$ cat config.mk
export PLATFORM = sky130hd
export DESIGN_NAME = rom_dp_arbiter
export DESIGN_NICKNAME = d
export VERILOG_FILES = /design/src/rtl/rom_dp_arb_pkg.sv /design/src/rtl/rom_dp_arbiter_rr_pick.sv /design/src/rtl/rom_dp_arbiter.sv
export SDC_FILE = /design/constraint.sdc
export NUM_CORES = 1
export LEC_CHECK = 0
export BUFFER_PORTS_ARGS = -buffer_cell sky130_fd_sc_hd__buf_2
export CAP_MARGIN = 40
export CORE_MARGIN = 4
export CORE_UTILIZATION = 50
export DETAILED_ROUTE_END_ITERATION = 6
export PLACE_DENSITY = 0.81
export SLEW_MARGIN = 0
export SYNTH_ARGS = -nofsm -noshare
export SYNTH_HDL_FRONTEND = slang
export SYNTH_SLANG_ARGS = --single-unit
export TNS_END_PERCENT = 1
$ cat constraint.sdc
create_clock -name clk -period 7 [get_ports clk]
set_clock_uncertainty 0.1 [all_clocks]
set_input_delay 1.05 -clock clk [delete_from_list [all_inputs] [get_ports clk]]
set_output_delay 1.05 -clock clk [all_outputs]
set_load 0.01 [all_outputs]
$ cat src/rtl/rom_dp_arb_pkg.sv
// Shared types and helpers for the dual-port ROM read arbiter.
package rom_dp_arb_pkg;

  // Widest requester index the tag pipe has to carry (NREQ up to 16).
  localparam int unsigned TAG_IDX_W = 4;

  // Requester-index width for a given requester count.
  function automatic int unsigned idx_width(input int unsigned n);
    return (n <= 2) ? 1 : $clog2(n);
  endfunction

  // Per-port in-flight read tag.
  typedef struct packed {
    logic                 valid;
    logic [TAG_IDX_W-1:0] idx;
  } tag_t;

endpackage

$ cat src/rtl/rom_dp_arbiter_rr_pick.sv
// Round-robin finder: first set bit of req at or after ptr (modulo N),
// skipping bits set in mask. Purely combinational.
module rr_pick #(
  parameter int unsigned N     = 4,
  parameter int unsigned IDX_W = 2
) (
  input  logic [N-1:0]     req,
  input  logic [N-1:0]     mask,
  input  logic [IDX_W-1:0] ptr,
  output logic [N-1:0]     gnt,
  output logic             found,
  output logic [IDX_W-1:0] idx
);

  logic [IDX_W-1:0] pos;

  // Scan N positions starting at ptr; the first eligible one wins.
  always_comb begin
    gnt   = '0;
    found = 1'b0;
    idx   = '0;
    pos   = '0;
    for (int unsigned i = 0; i < N; i++) begin
      pos = IDX_W'((32'(ptr) + i) % N);
      if (!found && req[pos] && !mask[pos]) begin
        found    = 1'b1;
        idx      = pos;
        gnt[pos] = 1'b1;
      end
    end
  end

endmodule

$ cat src/rtl/rom_dp_arbiter.sv
// Round-robin arbiter sharing the two read ports of a dual-port ROM among
// NREQ requesters, with per-port tag pipes matching the ROM read latency.
// Optional statistics counters: define ROM_DP_ARB_STATS_EN.
module rom_dp_arbiter
  import rom_dp_arb_pkg::*;
#(
  parameter int unsigned NREQ    = 4,
  parameter int unsigned ADDR_W  = 12,
  parameter int unsigned DATA_W  = 9,
  parameter int unsigned ROM_LAT = 2
) (
  input  logic                       clk,
  input  logic                       rst_n,
  input  logic                       arb_en,
  input  logic [NREQ-1:0]            req_valid,
  input  logic [NREQ*ADDR_W-1:0]     req_addr,
  output logic [NREQ-1:0]            req_ready,
  output logic [ADDR_W-1:0]          rom_addra,
  output logic [ADDR_W-1:0]          rom_addrb,
  input  logic [DATA_W-1:0]          rom_douta,
  input  logic [DATA_W-1:0]          rom_doutb,
  output logic                       rspa_valid,
  output logic [idx_width(NREQ)-1:0] rspa_idx,
  output logic [DATA_W-1:0]          rspa_data,
  output logic                       rspb_valid,
  output logic [idx_width(NREQ)-1:0] rspb_idx,
  output logic [DATA_W-1:0]          rspb_data
`ifdef ROM_DP_ARB_STATS_EN
  ,
  input  logic                       stat_clr,
  output logic [31:0]                stat_gnt_a,
  output logic [31:0]                stat_gnt_b,
  output logic [31:0]                stat_stall
`endif
);

  localparam int unsigned IDX_W = idx_width(NREQ);

  logic [IDX_W-1:0]  ptr, ptr_next, last_idx;
  logic [NREQ-1:0]   gnt_a, gnt_b, no_mask;
  logic              found_a, found_b;
  logic [IDX_W-1:0]  idx_a, idx_b;
  logic              issue_en, accept_a, accept_b;
  logic [ADDR_W-1:0] addr_a, addr_b;
  tag_t              tag_in_a, tag_in_b;
  tag_t              pipe_a [ROM_LAT+1];
  tag_t              pipe_b [ROM_LAT+1];
  logic              unused_tag_bits;

  assign no_mask = '0;

  rr_pick #(.N(NREQ), .IDX_W(IDX_W)) u_pick_a (
    .req   (req_valid),
    .mask  (no_mask),
    .ptr   (ptr),
    .gnt   (gnt_a),
    .found (found_a),
    .idx   (idx_a)
  );

  // Starting at A's index with A masked out yields "next requester after A".
  rr_pick #(.N(NREQ), .IDX_W(IDX_W)) u_pick_b (
    .req   (req_valid),
    .mask  (gnt_a),
    .ptr   (idx_a),
    .gnt   (gnt_b),
    .found (found_b),
    .idx   (idx_b)
  );

  assign issue_en  = arb_en & rst_n;
  assign accept_a  = issue_en & found_a;
  assign accept_b  = issue_en & found_b;
  assign req_ready = issue_en ? (gnt_a | gnt_b) : '0;

  // Address mux, next pointer and tags entering the pipes.
  always_comb begin
    addr_a = '0;
    addr_b = '0;
    for (int unsigned i = 0; i < NREQ; i++) begin
      if (idx_a == IDX_W'(i)) addr_a = req_addr[i*ADDR_W +: ADDR_W];
      if (idx_b == IDX_W'(i)) addr_b = req_addr[i*ADDR_W +: ADDR_W];
    end
    last_idx       = found_b ? idx_b : idx_a;
    ptr_next       = (last_idx == IDX_W'(NREQ - 1)) ? '0 : last_idx + IDX_W'(1);
    tag_in_a.valid = accept_a;
    tag_in_a.idx   = TAG_IDX_W'(idx_a);
    tag_in_b.valid = accept_b;
    tag_in_b.idx   = TAG_IDX_W'(idx_b);
  end

  // Pointer, registered ROM addresses and tag shift pipes.
  always_ff @(posedge clk or negedge rst_n) begin
    if (!rst_n) begin
      ptr       <= '0;
      rom_addra <= '0;
      rom_addrb <= '0;
      for (int unsigned k = 0; k <= ROM_LAT; k++) begin
        pipe_a[k] <= '0;
        pipe_b[k] <= '0;
      end
    end else begin
      if (accept_a) begin
        ptr       <= ptr_next;
        rom_addra <= addr_a;
      end
      if (accept_b) rom_addrb <= addr_b;
      pipe_a[0] <= tag_in_a;
      pipe_b[0] <= tag_in_b;
      for (int unsigned k = 1; k <= ROM_LAT; k++) begin
        pipe_a[k] <= pipe_a[k-1];
        pipe_b[k] <= pipe_b[k-1];
      end
    end
  end

  assign rspa_valid = pipe_a[ROM_LAT].valid;
  assign rspa_idx   = pipe_a[ROM_LAT].idx[IDX_W-1:0];
  assign rspa_data  = rom_douta;
  assign rspb_valid = pipe_b[ROM_LAT].valid;
  assign rspb_idx   = pipe_b[ROM_LAT].idx[IDX_W-1:0];
  assign rspb_data  = rom_doutb;

  assign unused_tag_bits = ^{pipe_a[ROM_LAT].idx, pipe_b[ROM_LAT].idx};

`ifdef ROM_DP_ARB_STATS_EN
  // Saturating accept / contention counters; clear wins over increment.
  always_ff @(posedge clk or negedge rst_n) begin
    if (!rst_n) begin
      stat_gnt_a <= '0;
      stat_gnt_b <= '0;
      stat_stall <= '0;
    end else if (stat_clr) begin
      stat_gnt_a <= '0;
      stat_gnt_b <= '0;
      stat_stall <= '0;
    end else begin
      if (accept_a && stat_gnt_a != '1) stat_gnt_a <= stat_gnt_a + 32'd1;
      if (accept_b && stat_gnt_b != '1) stat_gnt_b <= stat_gnt_b + 32'd1;
      if (arb_en && ($countones(req_valid) > 2) && stat_stall != '1)
        stat_stall <= stat_stall + 32'd1;
    end
  end
`endif

endmodule
==> metrics.md, run 1 <==
| Metric | Value |
|---|---|
| Status | finished clean |
| Critical Path RT | 5850 ps |
| H-tree depth | 2 |
| Gr ovfl total | 0 |
| Reg2reg start | ptr[0] |
| Routability cong. | 0.856 |
| Post-synthesis sequential area ratio | 32.3% |
| CTS tree | built |
| Post-DRT Antenna Nets | 0 |
| ANT cells | 0 |
| Global-route wire length before repair | 13.9 mm |
| Vias per Instance | 5.85 |
| WHS Endpoint | rspb_valid |
| Fin crit share | 80.3% |
| Setup Fix Bufs, Post-CTS | 0 |
| Top cells by area, synth | dfrtp_1, mux2i_1, nor2_1 |
| Pleak | 1.84 nW |
| Slew @ Worst Pin | 779 ps |
| Total Wirelength | 8.39 mm |
| Synthesis Warnings | 0 |
| Pre-CTS WS | 1680 ps |
| Initial Util | 52.5% |
| Core Rows | 29 |
| Layout net count | 523 |
| Worst reg2reg endpoint | rom_addrb[5] |
| Unique masters post-synth | 53 |
| Setup WS post-layout | 1380 ps |
| Die area | 8210 sq um |
| Core area | 6490 sq um |
| Clock sinks | 44 |
| Final setup fails | 0 |
| Vias | 3,017 |
| Post-CTS sizing | 0 |
| Synth Flop Type | dfrtp_1 |
| Most common cell after layout, fill and taps aside | buf_2 |
| Root buffer cell | clkbuf_8 |
| Peak supply drop | 0.324 mV |
| Power, Total | 2.31 mW |
| Pwr per Cell Area | 609 nW/um^2 |
| Port buffer count | 88 |
| Worst EP arrival | 4470 ps |
| Fmax | 0.178 GHz |
| Crit Path Class | reg2out |
| Placed cells | 508 |
| Bufs on Longest Clock Path | 2 |
| Setup_tns | 0 ps |
| Pin count of the biggest net entering global routing | 38 |
| Drt initial violations | 243 |
| RSZ-0062 raised after global routing | no |
| Gate count of the mapped netlist | 387 |
| Hold bufs inserted after CTS | 0 |
| Worst hold start | pipe_b[9] |
| Hold Crit Depth | 0 |
| Worst hold path type | reg2reg |
| IO Pins | 125 |
| Post-Layout Cell Count | 516 |
| Die height | 90.6 um |
| Kind of end point of the critical path | output pin |
| Die Wd | 90.6 um |
| Most frequent cells in the layout | buf_2, nor2_1, a21oi_1, dfrtp_1, mux2i_1 |
| Yosys top cell by area | dfrtp_1 |
| #FFs+latches synth | 44 |
| Drt first pass iters | 6 |
| Antenna violations before repair | 0 |
| Final hold viol count | 0 |
| Cell area after synthesis | 3410 sq um |
| Final HPWL DP | 6.40 mm |
| Async S/R FF share, synth | 100% |
| Worst skew pair latency | 290 ps |
| Startpoint types | register |
| Share of cells above drive strength 1 | 28.7% |
| R2R cell count | 13 |
| All-layer global routing usage | 20.3% |
| Post-Syn Nets | 471 |
| Clock period minus worst slack | 5620 ps |
| Relative slew slack | 48.1% |
| WL/cell | 16.3 um |
| CTS clk-pin slew, worst paths | 80 ps |
| Vias in the first global route | 2,840 |
| Yosys top cell area share | 32.3% |
| Crit-path max FO | 20 |
| Area grow syn2layout | 11.5% |
| Final Slew Violations | 0 |
| CTS buffer count | 5 |
| Post-synth EDFFs | 0 |
| Mean area per synthesized cell | 8.81 sq um |
| Max Cap Viol | 0 |
| DRC | 0 |
| Reg2reg setup slack | 1950 ps |
[worst max-delay path: stages (launching register included)]
cell and delay, ps:
dfrtp_1 800, inv_1 230, ha_1 520, mux4_2 350
nor3_1 100, o31ai_4 510, inv_1 180, ha_1 380
mux4_2 280, nor2_2 70, a221o_1 300, a221oi_1 230
nor2_1 60, buf_2 140
[synthesized netlist by cell type (all sizes together) (2+ instances only)]
library cell,n
o31ai,3
mux4,5
o211ai,7
a22oi,5
a221oi,5
o22ai,2
buf,35
o211a,2
mux2,2
o21ai,8
clkbuf,15
nor3b,2
a311o,2
ha,11
inv,8
nor2,71
nor2b,3
nand3,2
nand2b,2
and3b,2
dfrtp,44
and2,4
a211oi,3
a221o,16
nand2,23
a2111oi,2
nor3,14
a21oi,50
mux2i,27
[worst max-delay path by stage]
| stage | from | slack, ps | end |
|---|---|---|---|
| 2_1_floorplan | req_valid[0] | 2180 | req_ready[2] |
| 3_3_place_gp | req_valid[3] | 1850 | req_ready[3] |
| 3_5_place_dp | ptr[0] | 1680 | req_ready[1] |
| 4_1_cts | ptr[0] | 1350 | req_ready[1] |
| 5_1_grt | ptr[0] | 1050 | req_ready[2] |
| 6_report | ptr[0] | 1380 | req_ready[1] |
[logic make-up after synthesis]
logic type	after synthesis	share of synthesized area (%)
simple gates	128	17.2
compound gates	112	24.1
buf+inv	58	10.5
flops	44	32.3
mux	34	11.9
fa+ha+maj	11	4.04
[routing by layer]
metal	up-vias	global-route usage [%]	routed length, um	share of wire, %
met5	-	0	0	0
met4	0	5.36	95	1.1
met3	14	4.83	590	7.0
met2	100	30.8	3900	46
met1	1415	28.9	3810	45
li1	1488	-	-	-
[area by class of cell]
type | count | area (sq um)
Fill cell | 571 | 2690
Multi-Input combinational cell | 285 | 1960
Sequential cell | 44 | 1100
Timing Repair Buffer | 95 | 536
Tap cell | 77 | 96.3
Clock buffer | 5 | 68.8
Inverter | 8 | 32.5
Clock inverter | 2 | 12.5
[through the flow]
| step | cell area [sq um] | hold WS [ps] | utilization [%] |
|---|---|---|---|
| floorplan | 3410 | 231 | - |
| global placement | 3630 | 232 | 55.9 |
| detailed placement | 3710 | 235 | 57.1 |
| CTS | 3790 | 253 | 58.3 |
| global route | 3800 | 255 | 58.5 |
| finish | 3800 | 251 | 58.5 |
[flip-flops by register name, summed over array words and instances, names as in the netlist]
name / cells
pipe_a: 6
rspb_idx: 2
pipe_b: 6
rspa_valid: 1
rspb_valid: 1
rom_addra: 12
rspa_idx: 2
ptr: 2
rom_addrb: 12
[where the power goes]
| part | internal (mW) | switching, mW |
|---|---|---|
| Combinational | 0.713 | 1.01 |
| Sequential | 0.369 | 0.0736 |
| Clock | 0.0676 | 0.0839 |
Power figures use the tool's default switching activity.
==> run 2: changes to the inputs <==
- clock period: 7 -> 5.6 ns (I/O delays scaled with it)
==> metrics.md, run 2 (same netlist as run 1, synthesis figures left out) <==
| Metric | Value |
|---|---|
| Clock sinks | 44 (unchanged) |
| Hold bufs inserted after CTS | 0 (unchanged) |
| Status | finished clean (unchanged) |
| R2R cell count | 12 (was 13) |
| Post-DRT Antenna Nets | 0 (unchanged) |
| Final Slew Violations | 0 (unchanged) |
| Biggest regs | rom_addra (12), rom_addrb (12) (unchanged) |
| RSZ-0062 raised after global routing | no (unchanged) |
| Vias | 3,155 (was 3,017) |
| WL/cell | 16.8 um (was 16.3 um) |
| Crit-path max FO | 12 (was 20) |
| Pwr per Cell Area | 773 nW/um^2 (was 609 nW/um^2) |
| Clock period minus worst slack | 5140 ps |
| Met1 Use GR | 28.8% (was 28.9%) |
| Antenna violations before repair | 0 (unchanged) |
| Relative slew slack | 47.1% (was 48.1%) |
| Initial Util | 52.5% (unchanged) |
| Share of cells above drive strength 1 | 29.0% (was 28.7%) |
| Final hold viol count | 0 (unchanged) |
| Setup Fix Bufs, Post-CTS | 0 (unchanged) |
| Gr ovfl total | 0 (unchanged) |
| Pleak | 1.85 nW (was 1.84 nW) |
| Final Util | 58.7% (was 58.5%) |
| Critical Path RT | 4660 ps (was 5850 ps) |
| ANT cells | 0 (unchanged) |
| GR peak layer | met2 (unchanged) |
| All-layer global routing usage | 21.2% (was 20.3%) |
| H-tree depth | 2 (unchanged) |
| Vias in the first global route | 2,997 (was 2,840) |
| Routability cong. | 0.898 (was 0.856) |
| Die area | 8210 sq um (unchanged) |
| CP cell instances | inv_1 > ha_1 > mux4_2 > nor3_1 > o31ai_4 > inv_1 > ha_1 > mux4_2 > nor2_2 > a221o_1 > a221oi_1 > nor2_1 > buf_2 (unchanged) |
| Total Wirelength | 8.70 mm (was 8.39 mm) |
| Port buffer count | 88 (unchanged) |
| Bufs on Longest Clock Path | 2 (unchanged) |
| Fin crit share | 91.8% |
| Worst EP arrival | 4200 ps (was 4470 ps) |
| Hold_ws | 253 ps (was 251 ps) |
| Root buffer cell | clkbuf_8 (unchanged) |
| Worst hold path type | reg2reg (unchanged) |
| Post-CTS sizing | 0 (unchanged) |
| Core area | 6490 sq um (unchanged) |
| Pin count of the biggest net entering global routing | 47 (was 38) |
| Vias per Instance | 6.09 (was 5.85) |
| Hold Crit Depth | 0 (unchanged) |
| Met3 Resource Use GR | 6.58% (was 4.83%) |
| IO Pins | 125 (unchanged) |
| Layout net count | 524 (was 523) |
| CTS clk-pin slew, worst paths | 90 ps (was 80 ps) |
| Final HPWL DP | 6.43 mm (was 6.40 mm) |
| Die height | 90.6 um (unchanged) |
| Peak supply drop | 0.342 mV (was 0.324 mV) |
| DRC | 0 (unchanged) |
| Max Cap Viol | 0 (unchanged) |
| Critical path's largest stage delay | 590 ps (was 800 ps) |
| Core Rows | 29 (unchanged) |
| Slowest CP cell | dfrtp_1 (unchanged) |
| Most frequent cells in the layout | buf_2, nor2_1, a21oi_1, dfrtp_1, mux2i_1 (unchanged) |
| Most common cell after layout, fill and taps aside | buf_2 (unchanged) |
| Slew @ Worst Pin | 794 ps (was 779 ps) |
| Crit Path Class | reg2out (unchanged) |
| Die Wd | 90.6 um (unchanged) |
| Final setup fails | 0 (unchanged) |
| CTS tree | built (unchanged) |
| Met2 Resource Use GR | 32.4% (was 30.8%) |
| Fmax | 0.195 GHz |
| Worst skew pair latency | 300 ps (was 290 ps) |
| Startpoint types | register (unchanged) |
| Setup_tns | 0 ps (unchanged) |
| Kind of end point of the critical path | output pin (unchanged) |
| Global-route wire length before repair | 14.6 mm (was 13.9 mm) |
| Drt first pass iters | 5 (was 6) |
| Area grow syn2layout | 11.8% (was 11.5%) |
| Drt initial violations | 331 (was 243) |
| CTS buffer count | 5 (unchanged) |
run 2: changes by cell type in the layout (fill, tap and decap cells not counted), sizes merged:
cell,change
buf,+1
bufinv,+1
clkbuf,+1
clkinvlp,-1
run 2: layer usage:
layer / share of wire, % / up-vias
li1: - / 1487
met1: 44 / 1495
met2: 46 / 150
met5: 0 / -
met3: 8.7 / 23
met4: 1.9 / 0
run 2: worst max-delay path, delay by kind of cell (launching register included):
kind | cells | cell delay (ps)
compound gates | 3 | 720
buf+inv | 3 | 490
fa+ha+maj | 2 | 910
simple gates | 3 | 460
mux | 2 | 730
flops | 1 | 590
run 2: final timing paths:
check / from / endpoint / slack (ps)
worst max-delay path: ptr[1] / req_ready[2] / 460
worst min-delay path: pipe_b[14] / pipe_b[9] / 250
worst max register to register: ptr[1] / rom_addrb[11] / 860
worst min register to register: pipe_b[14] / pipe_b[9] / 250
max in group asynchronous: rst_n / rom_addra[8] / 4510
min in group asynchronous: rst_n / rom_addrb[10] / 510
run 2: layout make-up:
cell class                      instances  area [sq um]
Tap cell                               77          96.3
Timing Repair Buffer                   96           508
Multi-Input combinational cell        285          1960
Clock inverter                          2          38.8
Sequential cell                        44          1100
Fill cell                             533          2680
Clock buffer                            6          82.6
Inverter                                8          32.5
run 2: stage by stage:
step | cell area (sq um) | setup WS (ps) | std cells | total power, mW
after global placement | 3680 | 951 | 509 | 2.61
after global routing | 3810 | 163 | 518 | 3.20
final | 3810 | 459 | 518 | 2.95
after detailed placement | 3690 | 815 | 510 | 2.66
after floorplan | 3410 | 1200 | 387 | 2.34
after CTS | 3810 | 499 | 518 | 2.93
run 2: where the power goes:
part	switching (mW)	total (mW)	leakage [nW]	internal (mW)
logic	1.29	2.15	1.26	0.861
registers	0.0737	0.535	0.534	0.461
clock network	0.113	0.259	0.0614	0.146
total	1.48	2.95	1.85	1.47
==> run 3: changes to the inputs <==
- BUFFER_PORTS_ARGS: -buffer_cell sky130_fd_sc_hd__buf_2 -> not set
- CORE_ASPECT_RATIO: not set -> 1.1
- DONT_BUFFER_PORTS: not set -> 1
- PLACE_DENSITY: 0.81 -> not set
==> metrics.md, run 3 (same netlist as run 1, synthesis figures left out) <==
| Metric | Value |
|---|---|
| Status | finished clean (unchanged) |
| Startpoint types | register (unchanged) |
| Total Wirelength | 8.42 mm (was 8.70 mm) |
| Pleak | 1.50 nW (was 1.85 nW) |
| Most frequent cells in the layout | nor2_1, a21oi_1, dfrtp_1, mux2i_1, nand2_1 (was buf_2, nor2_1, a21oi_1, dfrtp_1, mux2i_1) |
| Worst EP arrival | 4020 ps (was 4200 ps) |
| Pwr per Cell Area | 834 nW/um^2 (was 773 nW/um^2) |
| Multi-input logic area | 1960 sq um (unchanged) |
| Slowest CP cell | dfrtp_1 (unchanged) |
| Most common cell after layout, fill and taps aside | nor2_1 (was buf_2) |
| CTS clk-pin slew, worst paths | 90 ps (about the same) |
| Die height | 94.6 um (was 90.6 um) |
| Port buffer count | 0 (was 88) |
| Relative slew slack | 60.8% (was 47.1%) |
| Die Wd | 86.8 um (was 90.6 um) |
| Reg2reg setup slack | 930 ps (was 860 ps) |
| ANT cells | 0 (unchanged) |
| Final hold viol count | 0 (unchanged) |
| Final HPWL DP | 6.30 mm (was 6.43 mm) |
| Vias in the first global route | 2,480 (was 2,997) |
| Peak supply drop | 0.346 mV (was 0.342 mV) |
| Post-CTS sizing | 0 (unchanged) |
| Final Slew Violations | 0 (unchanged) |
| Pin count of the biggest net entering global routing | 47 (unchanged) |
| Setup Fix Bufs, Post-CTS | 0 (unchanged) |
| Critical Path RT | 4660 ps (about the same) |
| Critical path's largest stage delay | 570 ps (was 590 ps) |
| Power, Total | 2.83 mW (was 2.95 mW) |
| Final setup fails | 0 (unchanged) |
| Core area | 6590 sq um (was 6490 sq um) |
| Vias per Instance | 6.23 (was 6.09) |
| Crit Path Class | reg2out (unchanged) |
| IO Pins | 125 (unchanged) |
| H-tree depth | 2 (unchanged) |
| DRC | 0 (unchanged) |
| Fmax | 0.202 GHz (was 0.195 GHz) |
| R2R cell count | 13 (was 12) |
| CTS buffer count | 5 (unchanged) |
| All-layer global routing usage | 20.2% (was 21.2%) |
| Fin crit share | 88.5% (was 91.8%) |
| Layout net count | 437 (was 524) |
| FF+latch area | 1100 sq um (unchanged) |
| CTS tree | built (unchanged) |
| Max Cap Viol | 0 (unchanged) |
| Vias | 2,715 (was 3,155) |
| Hold bufs inserted after CTS | 0 (unchanged) |
| Antenna violations before repair | 0 (unchanged) |
| Die area | 8210 sq um (about the same) |
| Drt initial violations | 327 (was 331) |
| Crit-path max FO | 12 (unchanged) |
| Critical path buffers and inverters | 2 (was 3) |
| Share of cells above drive strength 1 | 11.6% (was 29.0%) |
| Routability cong. | 0.870 (was 0.898) |
| Clock period minus worst slack | 4960 ps (was 5140 ps) |
| Drt first pass iters | 5 (unchanged) |
| Worst hold path type | in2async (was reg2reg) |
| Biggest regs | rom_addra (12), rom_addrb (12) (unchanged) |
| Slew @ Worst Pin | 589 ps (was 794 ps) |
| RSZ-0062 raised after global routing | no (unchanged) |
| Area grow syn2layout | -0.550% (was 11.8%) |
| Worst skew pair latency | 300 ps (about the same) |
| WL/cell | 19.3 um (was 16.8 um) |
| Reg2reg start | ptr[1] (unchanged) |
| Gr ovfl total | 0 (unchanged) |
| Core Rows | 31 (was 29) |
| CP cell instances | inv_1 > ha_1 > mux4_2 > nor3_1 > o31ai_4 > inv_1 > ha_1 > mux4_2 > nor2_2 > a221o_1 > a221oi_1 > nor2_1 (was inv_1 > ha_1 > mux4_2 > nor3_1 > o31ai_4 > inv_1 > ha_1 > mux4_2 > nor2_2 > a221o_1 > a221oi_1 > nor2_1 > buf_2) |
| Worst reg2reg endpoint | rom_addrb[7] (was rom_addrb[11]) |
| Fillers | 631 (was 533) |
| Bufs on Longest Clock Path | 2 (unchanged) |
| Initial Util | 51.7% (was 52.5%) |
| Setup_tns | 0 ps (unchanged) |
| Global-route wire length before repair | 13.1 mm (was 14.6 mm) |
| Post-DRT Antenna Nets | 0 (unchanged) |
| Kind of end point of the critical path | output pin (unchanged) |
| Clock sinks | 44 (unchanged) |
| Crit path max-delay family | adder cells (unchanged) |
| Root buffer cell | clkbuf_8 (unchanged) |
[run 3: metrics by stage]
step / instances / hold slack, ps / setup slack, ps / instance area [sq um] / utilization [%]
finish: 436 / 125 / 643 / 3390 / 51.4
global route: 436 / 107 / 360 / 3390 / 51.4
CTS: 436 / 117 / 619 / 3390 / 51.4
global placement: 426 / 231 / 1070 / 3240 / 49.2
detailed placement: 428 / 235 / 930 / 3270 / 49.6
floorplan: 387 / 231 / 1200 / 3410 / -
[run 3: how the worst max path moves through the flow]
stage / from / to / cells after the start
after floorplan: req_valid[0] / req_ready[2] / 12
after global placement: ptr[1] / req_ready[2] / 12
after detailed placement: ptr[1] / req_ready[2] / 12
after CTS: ptr[1] / req_ready[2] / 12
after global routing: ptr[1] / req_ready[2] / 12
final: ptr[1] / req_ready[2] / 12
[run 3: worst register-to-register path, stage by stage (launching register included)]
cell	delay [ps]
dfrtp_1	570
inv_1	150
ha_1	470
mux4_2	340
nor3_1	100
o31ai_4	490
inv_1	190
ha_1	380
a2111oi_0	380
a311o_2	550
buf_4	270
mux2i_1	220
nor2_1	70
a221o_1	300
[run 3: routing by layer]
layer / routed length [um] / up-vias / GRT usage, %
li1: - / 1314 / -
met1: 3670 / 1265 / 28.5
met2: 3700 / 122 / 28.2
met3: 926 / 14 / 8.38
met4: 127 / 0 / 6.10
met5: 0 / - / 0
[run 3: where the power goes]
group          total, mW  switching, mW  internal (mW)  leakage, nW
Sequential         0.602          0.140          0.462        0.534
Combinational       1.97           1.17          0.798        0.903
Clock              0.258          0.112          0.146       0.0614
Total               2.83           1.42           1.41         1.50
[run 3: final cells by class]
type,count,share of cell area [%]
Sequential cell,44,32.5
Inverter,8,0.959
Multi-Input combinational cell,285,57.7
Clock inverter,2,1.14
Clock buffer,6,2.43
Timing Repair Buffer,9,2.32
Tap cell,82,3.02
